## config.mk

```make
export PLATFORM = sky130hd
export DESIGN_NAME = tlc_phase_scheduler
export DESIGN_NICKNAME = d
export VERILOG_FILES = /design/src/rtl/tlc_phase_scheduler.sv
export SDC_FILE = /design/constraint.sdc
export NUM_CORES = 1
export LEC_CHECK = 0
export CELL_PAD_IN_SITES_DETAIL_PLACEMENT = 1
export CELL_PAD_IN_SITES_GLOBAL_PLACEMENT = 1
export CORE_MARGIN = 2
export CORE_UTILIZATION = 38
export CTS_CLUSTER_DIAMETER = 100
export DETAILED_ROUTE_END_ITERATION = 7
export MAX_ROUTING_LAYER = met4
export PLACE_DENSITY_LB_ADDON = 0.1
export REMOVE_ABC_BUFFERS = 1
export SLEW_MARGIN = 20
export SYNTH_ARGS = -nofsm -noshare
export SYNTH_HDL_FRONTEND = slang
export SYNTH_SLANG_ARGS = --single-unit
```

## constraint.sdc

```tcl
create_clock -name clk -period 3.4 [get_ports clk]
set_input_delay 0.68 -clock clk [delete_from_list [all_inputs] [get_ports clk]]
set_output_delay 0.68 -clock clk [all_outputs]
set_load 0.03 [all_outputs]
```

## src/rtl/tlc_phase_scheduler.sv

```systemverilog
// Round-robin traffic-light phase scheduler: one approach at a time gets green.
// Min/max green, yellow and all-red clearance are counted in timebase ticks.
module tlc_phase_scheduler #(
  parameter int N_APPR    = 4,
  parameter int AW        = $clog2(N_APPR),
  parameter int CW        = 6,
  parameter int MIN_GREEN = 5,
  parameter int MAX_GREEN = 29,
  parameter int YELLOW_T  = 5,
  parameter int ALLRED_T  = 1
) (
  input  logic                  clk,
  input  logic                  rst,
  input  logic                  tick,
  input  logic [N_APPR-1:0]     req,
  input  logic                  preempt,
  input  logic [AW-1:0]         preempt_id,
  output logic [2*N_APPR-1:0]   lights,
  output logic [AW-1:0]         active,
  output logic                  served,
  output logic [2:0]            phase,
  output logic [CW-1:0]         timer
);

  localparam logic [2:0] S_CLEAR  = 3'd0;
  localparam logic [2:0] S_SELECT = 3'd1;
  localparam logic [2:0] S_GREEN  = 3'd2;
  localparam logic [2:0] S_YELLOW = 3'd3;

  localparam logic [1:0] L_GREEN  = 2'd0;
  localparam logic [1:0] L_YELLOW = 2'd1;
  localparam logic [1:0] L_RED    = 2'd2;

  logic [2:0]    r_state;
  logic [2:0]    w_state_next;
  logic [CW-1:0] r_timer;
  logic [AW-1:0] r_active;
  logic [AW-1:0] r_last_grant;
  logic          r_served;

  logic [CW:0]   w_nt;
  logic          w_other_req;
  logic          w_ext;
  logic          w_hi_found;
  logic [AW-1:0] w_hi_pick;
  logic          w_any_found;
  logic [AW-1:0] w_any_pick;
  logic [AW-1:0] w_pick;

  assign w_nt = (CW+1)'(r_timer) + (CW+1)'(1);

  // Split requests into the green owner's own extension and everyone else.
  always_comb begin
    w_other_req = 1'b0;
    w_ext       = 1'b0;
    for (int i = 0; i < N_APPR; i++) begin
      if (AW'(i) == r_active) begin
        w_ext = req[i];
      end else if (req[i]) begin
        w_other_req = 1'b1;
      end
    end
  end

  // Round robin: lowest request above last_grant wins, else lowest overall.
  always_comb begin
    w_hi_found  = 1'b0;
    w_hi_pick   = '0;
    w_any_found = 1'b0;
    w_any_pick  = '0;
    for (int i = N_APPR - 1; i >= 0; i--) begin
      if (req[i]) begin
        w_any_found = 1'b1;
        w_any_pick  = AW'(i);
        if (AW'(i) > r_last_grant) begin
          w_hi_found = 1'b1;
          w_hi_pick  = AW'(i);
        end
      end
    end
  end

  always_comb begin
    if (preempt) begin
      w_pick = preempt_id;
    end else if (w_hi_found) begin
      w_pick = w_hi_pick;
    end else if (w_any_found) begin
      w_pick = w_any_pick;
    end else begin
      w_pick = '0;
    end
  end

  always_ff @(posedge clk or posedge rst) begin
    if (rst) begin
      r_state <= S_CLEAR;
    end else begin
      r_state <= w_state_next;
    end
  end

  always_comb begin
    w_state_next = r_state;
    case (r_state)
      S_CLEAR: begin
        if (tick && w_nt == (CW+1)'(ALLRED_T)) begin
          w_state_next = S_SELECT;
        end
      end
      S_SELECT: begin
        w_state_next = S_GREEN;
      end
      S_GREEN: begin
        // A preempt for the current owner pins green; any other target forces yellow at once.
        if (preempt) begin
          if (preempt_id != r_active) begin
            w_state_next = S_YELLOW;
          end
        end else if (tick && w_other_req &&
                     ((w_nt >= (CW+1)'(MIN_GREEN) && !w_ext) ||
                      w_nt >= (CW+1)'(MAX_GREEN))) begin
          w_state_next = S_YELLOW;
        end
      end
      S_YELLOW: begin
        if (tick && w_nt == (CW+1)'(YELLOW_T)) begin
          w_state_next = S_CLEAR;
        end
      end
      default: begin
        w_state_next = S_CLEAR;
      end
    endcase
  end

  always_ff @(posedge clk or posedge rst) begin
    if (rst) begin
      r_timer      <= '0;
      r_active     <= '0;
      r_last_grant <= AW'(N_APPR - 1);
      r_served     <= 1'b0;
    end else begin
      r_served <= (r_state == S_GREEN) && (w_state_next == S_YELLOW);
      if (w_state_next != r_state) begin
        r_timer <= '0;
      end else if (tick) begin
        // Resting green stops counting at MAX_GREEN; elsewhere saturate at all-ones.
        if (r_state == S_GREEN && r_timer >= CW'(MAX_GREEN)) begin
          r_timer <= r_timer;
        end else if (r_timer != '1) begin
          r_timer <= r_timer + CW'(1);
        end
      end
      if (r_state == S_SELECT) begin
        r_active     <= w_pick;
        r_last_grant <= w_pick;
      end
    end
  end

  always_comb begin
    phase  = r_state;
    active = r_active;
    timer  = r_timer;
    served = r_served;
  end

  generate
    for (genvar gi = 0; gi < N_APPR; gi++) begin : g_light
      assign lights[2*gi+1:2*gi] =
        (r_state == S_GREEN  && r_active == AW'(gi)) ? L_GREEN  :
        (r_state == S_YELLOW && r_active == AW'(gi)) ? L_YELLOW : L_RED;
    end
  endgenerate

endmodule
```

Yosys cells after proc, flatten, opt, wreduce, memory -nomap -nowiden
Index checks and enable logic that the tools add are counted.
Storage, ports and cells
  bits in registers: 14
  input bits: 10
  output and inout bits: 20
Cells by class
  add/sub/neg operators: 2
  magnitude comparators: 7
  eq/ne operators: 16
  muxes and demuxes: 57
  reductions and logical operators: 22
Operators by type and width (count)
  2-to-1 mux 2 bit: 23
  2-to-1 mux 1 bit: 24
  2-to-1 mux 6 bit: 4
  logical AND 1 bit: 15
  2-to-1 mux 3 bit: 5
  one-hot mux 3 bit (4 select lines): 1
  equality test 3 x 2 -> 1 bit, second input constant: 3
  adder 6 x 1 -> 7 bit, second input constant: 1
  equality test 7 x 1 -> 1 bit, second input constant: 1
  equality test 7 x 3 -> 1 bit, second input constant: 1
  greater-or-equal comparator 7 x 3 -> 1 bit, second input constant: 1
  greater-or-equal comparator 7 x 5 -> 1 bit, second input constant: 1
  adder 6 x 1 -> 6 bit, second input constant: 1
  greater-or-equal comparator 6 x 5 -> 1 bit, second input constant: 1
  inequality test 6 bit, second input constant: 1
  equality test 2 bit, first input constant: 2
  equality test 2 bit, second input constant: 2
  greater-than comparator 1 x 2 -> 1 bit, first input constant: 2
  greater-than comparator 2 bit, first input constant: 2
  nonzero test 2 bit: 2
  equality test 3 x 1 -> 1 bit, second input constant: 1
  logical NOT 3 bit: 1
  inequality test 3 bit: 1
  AND reduction 3 bit: 1
  7 further kinds: 7

Logic depth before layout (Yosys ltp)
Gate-level depths: netlist of the first run.
  depth after elaboration: 16
  gate-level depth with buffers: 8
  mapped depth without buffers: 8

Least setup slack after synthesis of the first run
No wires, ideal clock.
  path type: register to output
  from: register r_state[1], in the netlist phase[1]
  to: output lights[4]
  arrival: 1.843 ns
  path slack: 0.877 ns
  stages on the path, launching flop included: 4
  path buffers: 0
  cells stage by stage: dfrtp_1 -> nor2b_1 -> nand2_1 -> nor3b_1
On the way
  longest elaborated chain between the ends: 4
  elaborated cells between the ends (all ways): 6
RTL lines
  start: declaration: RTL line 34  | logic [2:0] r_state;
  start signal: assignment: RTL line 99  | r_state <= w_state_next;
  equality test 3 x 2 -> 1 bit: RTL line 173  | (r_state == S_YELLOW && r_active == AW'(gi)) ? L_YELLOW : L_RED;
  logical AND 1 bit: RTL line 173
  2-to-1 mux 2 bit: RTL line 173
  2-to-1 mux 2 bit (*): RTL line 172  | (r_state == S_GREEN && r_active == AW'(gi)) ? L_GREEN :
  end: declaration: RTL line 18  | output logic [2*N_APPR-1:0] lights,
Mark *: on every way between the ends. The rest lies on a longest branch, timed or not.

Worst setup path in the final report of the first run
Ends and elaborated chain as after synthesis.

==> metrics.md, run 1 <==
| Metric | Value |
|---|---|
| Sink Count | `14` |
| Final std cells w/o fill | `about 190` |
| Max VDD drop | `0.451 mV` |
| Crit. End Element | `output pin` |
| First-pass GRT wire length | `about 5200 um` |
| RR Endpoint | `timer[1]$_DFFE_PP0P_` |
| # setup viols final | `0` |
| Placement Setup Slack | `between 0.6 and 0.7 ns` |
| # port buffers | `29` |
| Clk pin slew, worst setup/hold paths | `around 0.09 ns` |
| Max-Cap Viols | `0` |
| Cts hold-fix bufs | `0` |
| Initial Utilization | `0.406` |
| CP Launch Point | `phase[1]$_DFF_PP0_` |
| Pwr Density | `~500 nW/um^2` |
| WS Path Type | `reg -> out` |
| Highest Clock Rate | `between 300 and 400 MHz` |
| Fill cells | `about 340` |
| GRT Overall Usage | `0.199` |
| Minimum clock period | `between 2 and 3 ns` |
| Clock Path Buffers | `2` |
| DR DRC count | `0` |
| H-tree Lvls | `1` |
| Synth unique cells | `43` |
| CTS tree | `built` |
| Leading register cell type out of synthesis | `dfrtp_1` |
| Most common cell after layout, fill and taps aside | `clkdlybuf4s50_1` |
| Worst R2R Setup Slack | `roughly 1.1 ns` |
| Vias per cell | `around 5.5` |
| Worst-Skew Late Latency | `0.28 ns` |
| Worst hold path class | `reg -> reg` |
| LEAKAGE | `0.584 nW` |
| Unrepaired setup endpoints after global routing | `no` |
| Number of global-route vias before repair | `between 1000 and 1500` |
| Largest net degree at the start of global routing | `15` |
| Ant diodes | `0` |
| Synth Cell Area | `between 1000 and 1500 sq um` |
| Worst Path Max Fanout | `8` |
| RR Startpoint | `phase[0]$_DFF_PP0_` |
| DP HPWL | `~2400 um` |
| Synth Register Bits | `14` |
| TNS Setup | `0 ns` |
| Grt ovf | `0` |
| CTS buffer count | `3` |
| Root Buffer | `clkbuf_4` |
| Final ANT Viol Nets | `0` |
| Nets | `~180` |
| PostCTS Resize Cnt | `0` |
| Slew @ Worst Pin | `0.557 ns` |
| Placed Instances | `~190` |
| Ys Warns | `0` |
| Initial antenna violation count | `0` |
| Routed WL | `about 3000 um` |
| Share of cells above drive strength 1 | `0.0926` |
| DRT Pass-1 Iters | `4` |
| Fin. Hold Viols | `0` |
| Rows | `19` |
| Post-synth ARST share | `1.00` |
| Syn Inst Count | `between 100 and 150` |
| Seq/Total Area, Yosys | `0.312` |
| CP required | `about 2.7 ns` |
| Mean Syn Cell Area | `around 8.4 sq um` |
| Layout area overhead | `30.3%` |
| CP Capture Point | `lights[4]` |
| Worst Setup Start Kind | `flop` |
| Rel. slew slack | `0.626` |
| Period utilization | `0.873` |
| Routability cong. | `0.796` |
| Status | `finished, final reports clean` |
| Vias post-DR | `1068` |
| Clock skew | `roughly 0.0037 ns` |
| WHS | `about 0.50 ns` |
| Num ports | `30` |
| Max Slew Vio Count | `0` |
| Core area | `around 2800 sq um` |
| Width of the die | `between 50 and 60 um` |
| Post-CTS setup repair buffer count | `0` |
| Number of DRC markers in iteration 0 | `32` |
| Drt wl/cell | `roughly 16 um` |
| Commonest cells after routing, fill and taps aside | `clkdlybuf4s50_1 (29), nand2_1 (15), dfrtp_1 (12)` |
| Fin worst setup slack | `between 0.4 and 0.5 ns` |
| WP data arrival | `2.29 ns` |
| Post-synth EDFFs | `0` |
| Die Ht | `58.5 um` |
| R2R depth | `6` |
| Die Area | `roughly 3400 sq um` |
how the worst min path moves through the flow:
stage | slack, ns | cells past startpoint | end | startpoint
after floorplan | 0.45 | 2 | r_last_grant[0]$_DFFE_PP1P_ | r_last_grant[0]$_DFFE_PP1P_
after global placement | 0.47 | 2 | r_last_grant[0]$_DFFE_PP1P_ | r_last_grant[0]$_DFFE_PP1P_
after detailed placement | 0.48 | 2 | r_last_grant[0]$_DFFE_PP1P_ | r_last_grant[0]$_DFFE_PP1P_
after CTS | 0.50 | 2 | r_last_grant[0]$_DFFE_PP1P_ | r_last_grant[0]$_DFFE_PP1P_
after global routing | 0.52 | 2 | r_last_grant[0]$_DFFE_PP1P_ | r_last_grant[0]$_DFFE_PP1P_
final | 0.50 | 2 | r_last_grant[0]$_DFFE_PP1P_ | r_last_grant[0]$_DFFE_PP1P_
routing by layer:
metal,track usage,up-vias,share of wire
li1,-,532,-
met1,0.299,515,0.49
met2,0.300,17,0.48
met3,0.00659,4,0.024
met4,0.0399,0,0.0056
met5,-,-,0
critical path, cell delays in order (launching register included):
cell             delay (ns)
dfrtp_1                0.46
nor2b_1                0.42
nand2_1                0.19
nor3b_1                0.24
clkdlybuf4s50_1        0.71
power by group:
| group | internal, W | total (W) | switching, W |
|---|---|---|---|
| registers | 0.000209 | 0.000300 | 0.0000908 |
| clock network | 0.0000651 | 0.000119 | 0.0000541 |
| logic | 0.000147 | 0.000311 | 0.000164 |
cell type report:
cell class | instances | area (sq um) | share of cell area
Multi-Input combinational cell | 108 | 728 | 0.494
Sequential cell | 14 | 353 | 0.240
Timing Repair Buffer | 29 | 290 | 0.197
Tap cell | 31 | 38.8 | 0.0263
Clock buffer | 4 | 36.3 | 0.0246
Inverter | 7 | 26.3 | 0.0178
synth_stat cells, drive strengths merged (4+ instances only):
cell | count | area [sq um]
nand2 | 15 | 56.3
dfrtp | 12 | 300
nor2 | 11 | 41.3
a21oi | 8 | 51.3
nor3 | 8 | 40.0
inv | 7 | 26.3
xnor2 | 7 | 61.3
a31oi | 5 | 31.3
nand3 | 4 | 20.0
nor2b | 4 | 25.0
o21ai | 4 | 20.0
or3 | 4 | 25.0
per-stage QoR:
step,power [W],instance area (sq um),util
finish,0.000730,1470,0.529
global route,0.000787,1470,0.529
CTS,0.000737,1470,0.529
detailed placement,0.000615,1440,0.516
global placement,0.000601,1440,0.516
floorplan,0.000491,1110,-
cells by family after synthesis:
group,Yosys count,share of synthesized area
AO/OA/AOI/OAI,27,0.187
XOR/XNOR,7,0.0543
adder cells (fa/ha/maj),3,0.0332
buffers and inverters,12,0.0432
flip-flops,14,0.312
multiplexers,5,0.0587
other,1,0.00332
AND/OR/NAND/NOR,65,0.308
state kept, by name, indices dropped and copies added (netlist names):
signal	flops
timer	6
phase	3
active	2
r_last_grant	2
served	1
No activity file was read; power rests on OpenSTA's default activity.
==> run 2: changes to the inputs <==
SLEW_MARGIN = 40   (was 20)
==> results of run 2 <==
Same layout as run 1: the final DEF is identical, and so are final timing and power.
